File: config.mk
export PLATFORM = sky130hd
export DESIGN_NAME = fb_page_ctrl
export DESIGN_NICKNAME = d
export VERILOG_FILES = /design/src/rtl/fb_pkg.sv /design/src/rtl/fb_page_ctrl_arb.sv /design/src/rtl/fb_page_ctrl.sv
export SDC_FILE = /design/constraint.sdc
export NUM_CORES = 1
export LEC_CHECK = 0
export ABC_CLOCK_PERIOD_IN_PS = 9300
export CORE_UTILIZATION = 50
export DETAILED_ROUTE_END_ITERATION = 7
export PLACE_DENSITY = 0.66
export SETUP_SLACK_MARGIN = 0.15
export SLEW_MARGIN = 30
export SYNTH_ARGS = -nofsm -noshare
export SYNTH_HDL_FRONTEND = slang
export SYNTH_SLANG_ARGS = --single-unit
File: constraint.sdc
create_clock -name clk -period 9.3 [get_ports clk]
set_input_delay 1.395 -clock clk [delete_from_list [all_inputs] [get_ports clk]]
set_output_delay 1.395 -clock clk [all_outputs]
set_load 0.01 [all_outputs]
File: src/rtl/fb_pkg.sv
// Shared types and helpers for the double-buffered LED-matrix framebuffer.
// Optional build macro FB_CLEAR_ON_SWAP_EN is consumed by fb_page_ctrl.
package fb_pkg;
    localparam int FB_DIM   = 16;
    localparam int FB_DEN_W = 2;

    typedef logic [1:0] den_t;
    typedef logic [7:0] pix_addr_t;

    typedef enum logic [1:0] {IDLE, SWAP_WAIT, CLEAR} fb_state_t;

    function automatic pix_addr_t pix_addr(input logic [3:0] row, input logic [3:0] col);
        return {row, col};
    endfunction
endpackage

File: src/rtl/fb_page_ctrl_arb.sv
// Two-way round-robin arbiter: combinational one-hot-or-zero grant,
// pointer flips to the other requester after every grant.
module rr_arbiter2 (
    input  logic       clk,
    input  logic       rst,
    input  logic       en,
    input  logic [1:0] req,
    output logic [1:0] gnt
);
    logic rr_ptr_q, rr_ptr_d;

    always_comb begin
        gnt      = 2'b00;
        rr_ptr_d = rr_ptr_q;
        if (en) begin
            case (req)
                2'b01:   gnt = 2'b01;
                2'b10:   gnt = 2'b10;
                2'b11:   gnt = rr_ptr_q ? 2'b10 : 2'b01;
                default: gnt = 2'b00;
            endcase
        end
        if (gnt[0])      rr_ptr_d = 1'b1;
        else if (gnt[1]) rr_ptr_d = 1'b0;
    end

    always_ff @(posedge clk or posedge rst) begin
        if (rst) rr_ptr_q <= 1'b0;
        else     rr_ptr_q <= rr_ptr_d;
    end
endmodule

File: src/rtl/fb_page_ctrl.sv
// Double-buffered framebuffer: arbitrated back-page writes, registered front-page
// reads, frame-aligned page swap. Define FB_CLEAR_ON_SWAP_EN to zero the new back page after each swap.
module fb_page_ctrl
    import fb_pkg::*;
#(
    parameter int DIM   = FB_DIM,
    parameter int DEN_W = FB_DEN_W,
    parameter int NREQ  = 2,
    localparam int AW   = $clog2(DIM)
) (
    input  logic                  clk,
    input  logic                  rst,
    input  logic [NREQ-1:0]       req_valid,
    output logic [NREQ-1:0]       req_ready,
    input  logic [NREQ*AW-1:0]    req_row,
    input  logic [NREQ*AW-1:0]    req_col,
    input  logic [NREQ*DEN_W-1:0] req_den,
    input  logic                  swap_req,
    output logic                  swap_ack,
    input  logic                  frame_end,
    input  logic [AW-1:0]         rd_row,
    input  logic [AW-1:0]         rd_col,
    output logic [DEN_W-1:0]      rd_den,
    output logic                  front_sel,
    output logic                  busy
);
    logic [DEN_W-1:0] mem [2][DIM*DIM];

    fb_state_t        state_q, state_d;
    logic             front_sel_q, front_sel_d;
    logic             swap_ack_q, swap_ack_d;
    logic [DEN_W-1:0] rd_den_q;
    logic [1:0]       gnt;
    logic             wr_en;
    pix_addr_t        wr_addr;
    logic [DEN_W-1:0] wr_den;
    logic             sel;
`ifdef FB_CLEAR_ON_SWAP_EN
    pix_addr_t        clr_addr_q, clr_addr_d;
`endif

    // Reset gating keeps ready low while rst is asserted, ahead of any clock edge.
    rr_arbiter2 u_arb (
        .clk (clk),
        .rst (rst),
        .en  ((state_q == IDLE) && !rst),
        .req (req_valid[1:0]),
        .gnt (gnt)
    );

    assign sel = gnt[1];

    always_comb begin
        state_d     = state_q;
        front_sel_d = front_sel_q;
        swap_ack_d  = 1'b0;
        wr_en       = 1'b0;
        wr_addr     = pix_addr(req_row[sel*AW +: AW], req_col[sel*AW +: AW]);
        wr_den      = req_den[sel*DEN_W +: DEN_W];
`ifdef FB_CLEAR_ON_SWAP_EN
        clr_addr_d  = clr_addr_q;
`endif
        case (state_q)
            IDLE: begin
                wr_en = |gnt;
                if (swap_req) state_d = SWAP_WAIT;
            end
            SWAP_WAIT: begin
                if (frame_end) begin
                    front_sel_d = ~front_sel_q;
                    swap_ack_d  = 1'b1;
`ifdef FB_CLEAR_ON_SWAP_EN
                    state_d     = CLEAR;
                    clr_addr_d  = '0;
`else
                    state_d     = IDLE;
`endif
                end
            end
            CLEAR: begin
`ifdef FB_CLEAR_ON_SWAP_EN
                wr_en      = 1'b1;
                wr_addr    = clr_addr_q;
                wr_den     = '0;
                clr_addr_d = clr_addr_q + 1'b1;
                if (clr_addr_q == '1) state_d = IDLE;
`else
                state_d = IDLE;
`endif
            end
            default: state_d = IDLE;
        endcase
    end

    always_ff @(posedge clk or posedge rst) begin
        if (rst) begin
            state_q     <= IDLE;
            front_sel_q <= 1'b0;
            swap_ack_q  <= 1'b0;
            rd_den_q    <= '0;
        end else begin
            state_q     <= state_d;
            front_sel_q <= front_sel_d;
            swap_ack_q  <= swap_ack_d;
            rd_den_q    <= mem[front_sel_q][pix_addr(rd_row, rd_col)];
        end
    end

`ifdef FB_CLEAR_ON_SWAP_EN
    always_ff @(posedge clk or posedge rst) begin
        if (rst) clr_addr_q <= '0;
        else     clr_addr_q <= clr_addr_d;
    end
`endif

    // Page contents are deliberately not reset; only the back page is ever written.
    always_ff @(posedge clk) begin
        if (wr_en) mem[~front_sel_q][wr_addr] <= wr_den;
    end

    assign req_ready = gnt;
    assign swap_ack  = swap_ack_q;
    assign front_sel = front_sel_q;
    assign rd_den    = rd_den_q;
    assign busy      = (state_q == SWAP_WAIT) || (state_q == CLEAR);
endmodule

-- Word-level counts from Yosys, hierarchy flattened
Memory sizes are Yosys's and may differ from the RTL's.
Index checks and enable logic that the tools add are counted.
- ROM bits: 0
- bits in writable memories: 1024
- memories: 1
- bits in latches: 0
- bits in registers: 7
- output and inout port bits: 7
- memories (memory ; depth ; width ; rd ports ; clocked after Yosys merged registers in ; wr ports ; RTL line ; source):
    mem ; 2 ; 512 ; 1 ; 0 ; 1 ; fb_page_ctrl.sv:27 ; logic [DEN_W-1:0] mem [2][DIM*DIM];
- bitwise operators: 3
- reduce and logical (&&, ||, !) cells: 9
- multiplexer cells: 18
- magnitude comparators: 3
- add/sub/neg operators: 0
- shifts and indexed selects: 3
- div/mod/pow operators: 0
- multipliers: 0
- equality and inequality tests: 7
- operator list (operator ; number):
    2-to-1 mux 512 bit ; 1
    >= comparator 9 bit (second input constant) ; 2
    NOT 8 -> 9 bit ; 2
    binary-select mux 2 bit (select 8 bit) ; 1
    demux 2 bit (select 8 bit) ; 1
    variable part select 8 x 4 -> 4 bit ; 2
    2-to-1 mux 2 bit ; 7
    < comparator 9 x 1 -> 1 bit (second input constant) ; 1
    equality test 2 bit (second input constant) ; 3
    2-to-1 mux 1 bit ; 6
    case mux 2 bit (3 select lines) ; 1
    equality test 2 x 1 -> 1 bit (second input constant) ; 2
    inequality test 2 bit (second input constant) ; 2
    case mux 2 bit (2 select lines) ; 1
    AND reduction 2 bit ; 2
    variable part select 4 x 3 -> 2 bit ; 1
    logical AND 1 bit ; 2
    logical NOT 2 bit ; 1
    nonzero test 2 bit ; 1
    OR reduction 2 bit ; 1
    logical NOT 1 bit ; 1
    logical OR 1 bit ; 1
    NOT 1 bit ; 1

-- Longest topological paths before layout
Gate-level depths: netlist (run 1).
- word-level depth: 10
- mapped depth: 12
- gate-level depth less buffers: 8

-- Cells and area by module
Synthesis (run 1) repeated with hierarchy kept, for this count alone.
- cells, all modules: 2669
- area, all modules: 42781.0 um2
- modules (own cells, without submodules) (module ; seq. area each (um2) ; cells an instance ; area each (um2) ; times used):
    fb_page_ctrl ; 30874.6 ; 2659 ; 42708.5 ; 1
    rr_arbiter2 ; 25.0 ; 10 ; 72.6 ; 1

-- Worst setup path after synthesis (run 1)
No wires, ideal clock.
- path type: in2reg
- start: input rst
- end: memory mem[0][0] (netlist bit), data pin
- stages: 6
- slack: -259 ps
- setup time: 1448 ps
- buffers on the path: 1
- arrival: 8110 ps
- cells stage by stage: nor2_1 > nand3_1 > buf_4 > inv_2 > nand2_1 > nand2_1
- longest elaborated chain between the ends: 4
- RTL lines (element ; RTL line ; source):
    start: declaration ; fb_page_ctrl.sv:12 ; input logic rst,
    logical NOT 1 bit (no line) ; n/a ;
    logical AND 1 bit ; fb_page_ctrl.sv:46 ; .en ((state_q == IDLE) && !rst),
    2-to-1 mux 2 bit ; fb_page_ctrl_arb.sv:15 ; if (en) begin
    named net req_ready[1] ; fb_page_ctrl.sv:14 ; output logic [NREQ-1:0] req_ready,
    variable part select 4 x 3 -> 2 bit ; fb_page_ctrl.sv:59 ; wr_den = req_den[sel*DEN_W +: DEN_W];
    named net wr_den[0] ; fb_page_ctrl.sv:36 ; logic [DEN_W-1:0] wr_den;
    end: declaration ; fb_page_ctrl.sv:27 ;
The timed path passes the listed nets, and every way through them passes these cells.

-- Final worst setup path (run 1)
- start: input rst
- end: output req_ready[1]
- longest elaborated chain between the ends: 3
- RTL lines (element ; RTL line):
    logical NOT 1 bit (no line) ; n/a
    logical AND 1 bit ; fb_page_ctrl.sv:46
    2-to-1 mux 2 bit ; fb_page_ctrl_arb.sv:15
    end: declaration ; fb_page_ctrl.sv:14
No other way between the ends.

==> results of run 1 <==
==> synthesized netlist by cell type, drive strengths merged, types with 4 or more instances <==
library cell	count	share of area, %
a211oi	11	0.20
a21oi	44	0.51
a221oi	7	0.14
a31oi	10	0.15
and2	9	0.13
buf	124	2.2
clkbuf	84	0.73
dfrtp	6	0.35
edfxtp	1024	71
inv	9	0.078
mux2	4	0.10
mux2i	252	5.9
mux4	128	6.7
nand2	53	0.47
nand2b	25	0.36
nand3	21	0.24
nand3b	7	0.12
nand4	7	0.10
nor2	546	4.8
nor2b	7	0.10
nor3	46	0.56
nor3b	6	0.10
nor4	10	0.15
o211ai	6	0.10
o21ai	39	0.45
o221ai	110	2.2
o22ai	43	0.62
or2	17	0.25
or3	7	0.10
or4	4	0.070
==> metrics by stage <==
stage / hold slack [ns] / setup WS, ns / instances / utilization [%]
final: 0.509 / 3.57 / 3910 / 55.8
after global routing: 0.522 / 3.50 / 3909 / 55.8
after CTS: 0.504 / 3.55 / 3909 / 55.8
after detailed placement: 0.497 / 3.25 / 3719 / 51.8
after global placement: 0.496 / 3.40 / 3715 / 51.7
after floorplan: 0.464 / 2.94 / 2698 / -
==> worst reg2reg max path, cell delays in order (launching register included) <==
cell      delay [ns]
dfrtp_1         0.41
nor2_1          0.49
nand3_1         0.76
buf_4           0.46
inv_2           0.21
nor3_1          0.09
a31oi_1         0.26
or2_2           0.41
nand2b_1        0.68
buf_4           0.45
nor2_1          0.14
==> metal layers <==
metal  vias up  track usage (%)  wire length [um]
met1     12600             33.8             42900
met4         0             9.45              3780
met2      1073             40.2             51700
met5         -                0                 0
li1      10500                -                 -
met3       204             5.80             10000
==> power by group <==
group	switching (W)	internal (W)	total [W]
Clock	0.00175	0.00239	0.00413
Combinational	0.00109	0.000799	0.00189
Sequential	0.0000430	0.00518	0.00523
Total	0.00288	0.00837	0.0112
==> area by class of cell <==
cell class              count  area [um2]  area share [%]
multi-input cells        1449       11000            23.0
diodes                      1        2.50         0.00526
flip-flops and latches   1030       30900            64.9
clock inverters            72         674            1.42
well taps                1144        1430            3.01
repair buffers             85         878            1.85
inverters                  11        41.3          0.0868
clock buffers             118        2700            5.67
==> sequential cells by signal, summed over array words and instances, names as in the netlist <==
register and count:
rd_den 2, state_q 1, mem 1024, u_arb.rr_ptr_q 1
swap_ack 1, front_sel 1
==> worst paths after layout <==
path | slack, ns | cells past startpoint | startpoint | end
worst min-delay path | 0.51 | 1 | u_arb.rr_ptr_q | u_arb.rr_ptr_q
max in group asynchronous | 7.74 | 2 | rst | front_sel
worst max-delay path | 3.57 | 6 | rst | req_ready[1]
worst min register to register | 0.51 | 1 | u_arb.rr_ptr_q | u_arb.rr_ptr_q
worst max register to register | 4.65 | 10 | state_q[0] | mem[0][198]
min in group asynchronous | 1.12 | 2 | rst | front_sel
==> logic make-up (layout without fill, tap and decap cells) <==
group / count (synthesis) / after routing / share of synthesized area [%]
XOR/XNOR: 1 / 1 / 0.0203
multiplexers: 384 / 384 / 12.7
flip-flops: 1030 / 1030 / 71.8
AND/OR/NAND/NOR: 772 / 772 / 7.65
other: 0 / 1 / 0
buffers and inverters: 219 / 286 / 3.00
AO/OA/AOI/OAI: 292 / 292 / 4.89
==> reports/results.txt, run 1 <==
Crit-path leading delay family: buffers and inverters
Lkg Pwr: 14.8 nW
Design area: 47600 um2
HP Class: register to register
Final Setup Violations: 0
PostCTS Resize Cnt: 0
Area after DPL: 44200 um2
CTS tree: yes
Critical Path Slowest Stage Cell: nand3_1
Clock Latency Late Sink: 0.68 ns
Mapped Nets: 2732
GRT overflow: 0
Clock sink count: 1030
Critical-path cell list: clkdlybuf4s50_1 > nor2_1 > nand3_1 > buf_4 > inv_2 > clkdlybuf4s50_1
Synth Instances: 2698
Vias in the first global route: 24800
Filler cells: 6617
DIE AREA: 87300 um2
Final ANT Viol Nets: 0
Crit-path max FO: 16
Largest net degree at the start of global routing: 169
Status: finished, final reports clean
Inserted Clock Buffers: 105
Post-synth EDFFs: 1024
Post-CTS Hold Fix Bufs: 0
Max Cap Violations: 0
YS warnings: 0
Synthesized flop and latch total: 1030
Power Total: 0.0112 W
Commonest cells after routing, fill and taps aside: 1024 x edfxtp_1, 545 x nor2_1, 252 x mux2i_1, 125 x mux4_2, 110 x o221ai_1
Req. time, crit path: 7.91 ns
Clock transition at the registers of the reported paths: 0.06 ns
I/O pin count: 41
Wirelength, routed: 108000 um
Post-Syn Area per Cell: 16.0 um2
First-pass GRT wire length: 160000 um
Final nets: 2716
Residual DRC: 0
Core box area: 85300 um2
Async SR Flop Fraction: 0.583%
Setup CP Type: primary input to primary output
Starting Density: 50.5%
Hold Fails Final Rpt: 0
Pwr dens: 236 nW/um2
Post-synthesis sequential area ratio: 71.8%
Placement Rows: 107
Most common cell after layout, fill and taps aside: edfxtp_1
Tcrit/Tclk final: 61.6%
Slew headroom: 23.1%
Max VDD drop: 0.191 mV
Post-DR wirelength/cell: 27.7 um
Critical Path AT: 4.33 ns
Clock Tree Root: clkbuf_16
Tmin final: 5.73 ns
Port Buffer Count: 40
Die Ht: 295 um
Die X: 295 um
Initial antenna violation count: 1
Final Wtd Congestion: 0.881
Post-synthesis instance area: 43100 um2
Overall Global Routing Usage: 25.2%
Yosys cell types: 65
CP peak stage delay: 0.75 ns
Fraction of layout cells with a size suffix above 1: 13.2%
Worst slew pin tran: 1.15 ns
Vias per inst: 6.24
HPWL Detailed: 66100 um
Critical Path Start Type: primary input
Post-synth top flop: edfxtp_1
RSZ-0062 raised after global routing: no
Worst setup EP type: primary output
Area delta synth->final: 10.5%
Fin Setup TNS: 0 ns
Clock buffer depth: 3
DR vias: 24400
Most Frequent Cell on Critical Path: clkdlybuf4s50_1
Htree depth: 3
Clk_skew: 0.0370 ns
Maximum clock rate: 0.175 GHz
Final Max Slew Viols: 0
Initial drt markers: 2851
WP buf/inv: 4
First drt pass iteration count: 5
Setup bufs post-CTS: 0
(Power assumes the default switching activity.)
==> run 2, diff against run 1 <==
ABC_CLOCK_PERIOD_IN_PS = 5100   (was 9300)
PLACE_DENSITY = 0.68   (was 0.66)
clock period = 5.1 ns   (was 9.3 ns; I/O delays follow)
==> run 2 against run 1 <==
Net effect: clock-buffer cell count increased by 6; critical path depth increased by 2; total power increased by 83%; hold slack got worse by 0.089 ns; critical endpoint is now rd_den[0].
==> reports/results.txt, run 2 (synthesized netlist as in run 1, its figures left out) <==
Status: finished, final reports clean
Fin Setup TNS: 0 ns
Vias in the first global route: 25000
Clock transition at the registers of the reported paths: 0.06 ns
Filler cells: 6526
Crit-path max FO: 41
Pwr dens: 430 nW/um2
Largest net degree at the start of global routing: 129
Core box area: 85300 um2
Initial antenna violation count: 4
Worst setup EP type: register
Largest Register: mem
Critical Path AT: 4.44 ns
GRT overflow: 0
Clock Latency Late Sink: 0.68 ns
HP Class: primary input to async pin
Die Ht: 295 um
Register area: 30900 um2
Worst slew pin tran: 1.02 ns
Ant. Diodes: 0
GRT met2 Usage: 39.5%
Slew headroom: 31.6%
Setup crit start: front_sel
Area of the multi-input gates: 10900 um2
Final Max Slew Viols: 0
GRT busiest layer: met2
Max FFs per register: 1024
FF-to-FF Start: front_sel
Overall Global Routing Usage: 25.0%
Die X: 295 um
Commonest cells after routing, fill and taps aside: 1024 x edfxtp_1, 546 x nor2_1, 252 x mux2i_1, 125 x mux4_2, 110 x o221ai_1
First-pass GRT wire length: 159000 um
Met1 GRT Util: 33.9%
Critical Path Start Type: register
Final Wtd Congestion: 0.902
RSZ-0062 raised after global routing: no
Residual DRC: 0
Max VDD drop: 0.292 mV
Area delta synth->final: 10.9%
Final ANT Viol Nets: 0
Max Cap Violations: 0
Clock Tree Root: clkbuf_16
PostCTS Resize Cnt: 0
Met3 usage: 5.83%
Clock sink count: 1030
Maximum clock rate: 0.261 GHz
First drt pass iteration count: 6
Tmin final: 3.83 ns
Final Setup Violations: 0
Starting Density: 50.5%
Port Buffer Count: 40
Final nets: 2733
Tcrit/Tclk final: 75.2%
DIE AREA: 87300 um2
Htree depth: 3
Post-DR wirelength/cell: 27.4 um
Placement Rows: 107
Inserted Clock Buffers: 104
Wirelength, routed: 108000 um
CTS tree: yes
Initial drt markers: 3094
Post-CTS Hold Fix Bufs: 0
Hold Fails Final Rpt: 0
Req. time, crit path: 5.71 ns
I/O pin count: 41
Lkg Pwr: 14.9 nW
Clk_skew: 0.0377 ns
Setup CP Type: register to register
Fraction of layout cells with a size suffix above 1: 13.5%
Most common cell after layout, fill and taps aside: edfxtp_1
Vias per inst: 6.26
HPWL Detailed: 66100 um
Clock buffer depth: 3
DR vias: 24600
Final hold slack: 0.420 ns
Setup bufs post-CTS: 0
-- run 2: metrics by stage --
step / cell area [um2] / setup slack (ns) / util, % / total power (W) / cells
3_3_place_gp: 44400 / 0.867 / 52.0 / 0.0132 / 3737
3_5_place_dp: 44400 / 0.818 / 52.0 / 0.0132 / 3737
5_1_grt: 47800 / 1.15 / 56.0 / 0.0211 / 3931
6_report: 47800 / 1.27 / 56.0 / 0.0205 / 3931
4_1_cts: 47700 / 1.23 / 56.0 / 0.0206 / 3931
2_1_floorplan: 43100 / 1.07 / - / 0.0126 / 2698
-- run 2: cell type report --
| class | count | share of cell area [%] |
|---|---|---|
| tap | 1144 | 3.00 |
| clock buffer | 124 | 5.79 |
| multi-input combinational | 1449 | 22.9 |
| sequential | 1030 | 64.7 |
| clock inverter | 70 | 1.25 |
| inverter | 11 | 0.0865 |
| timing repair buffer | 103 | 2.25 |
-- run 2: report_power, final --
group          internal (W)  switching (W)  leakage (nW)
logic               0.00150        0.00199          3.94
registers           0.00945       0.000103          9.28
clock network       0.00435        0.00314          1.65
total                0.0153        0.00523          14.9
-- run 2: critical path, cell delays in order (launching register included) --
cell and delay [ns]:
dfrtp_4 0.92, buf_4 0.68, mux2i_1 0.18, o221ai_1 0.27, o22ai_1 0.15, a2111oi_0 0.85
nand3_1 0.34, o22ai_1 0.19, or4_1 0.14
-- run 2: routing by layer --
metal,vias to the layer above,part of all wire (%)
li1,10500,-
met1,12600,39
met2,1238,47
met3,244,9.8
met4,10,4.0
met5,-,0.10
-- run 2: final timing paths --
path	end	slack, ns	depth (start not counted)
setup / recovery	rd_den[0]	1.27	8
hold / removal	rd_den[1]	0.42	2
setup reg to reg	rd_den[0]	1.27	8
hold reg to reg	u_arb.rr_ptr_q	0.50	1
max in group asynchronous	front_sel	4.33	2
min in group clk	u_arb.rr_ptr_q	0.50	1
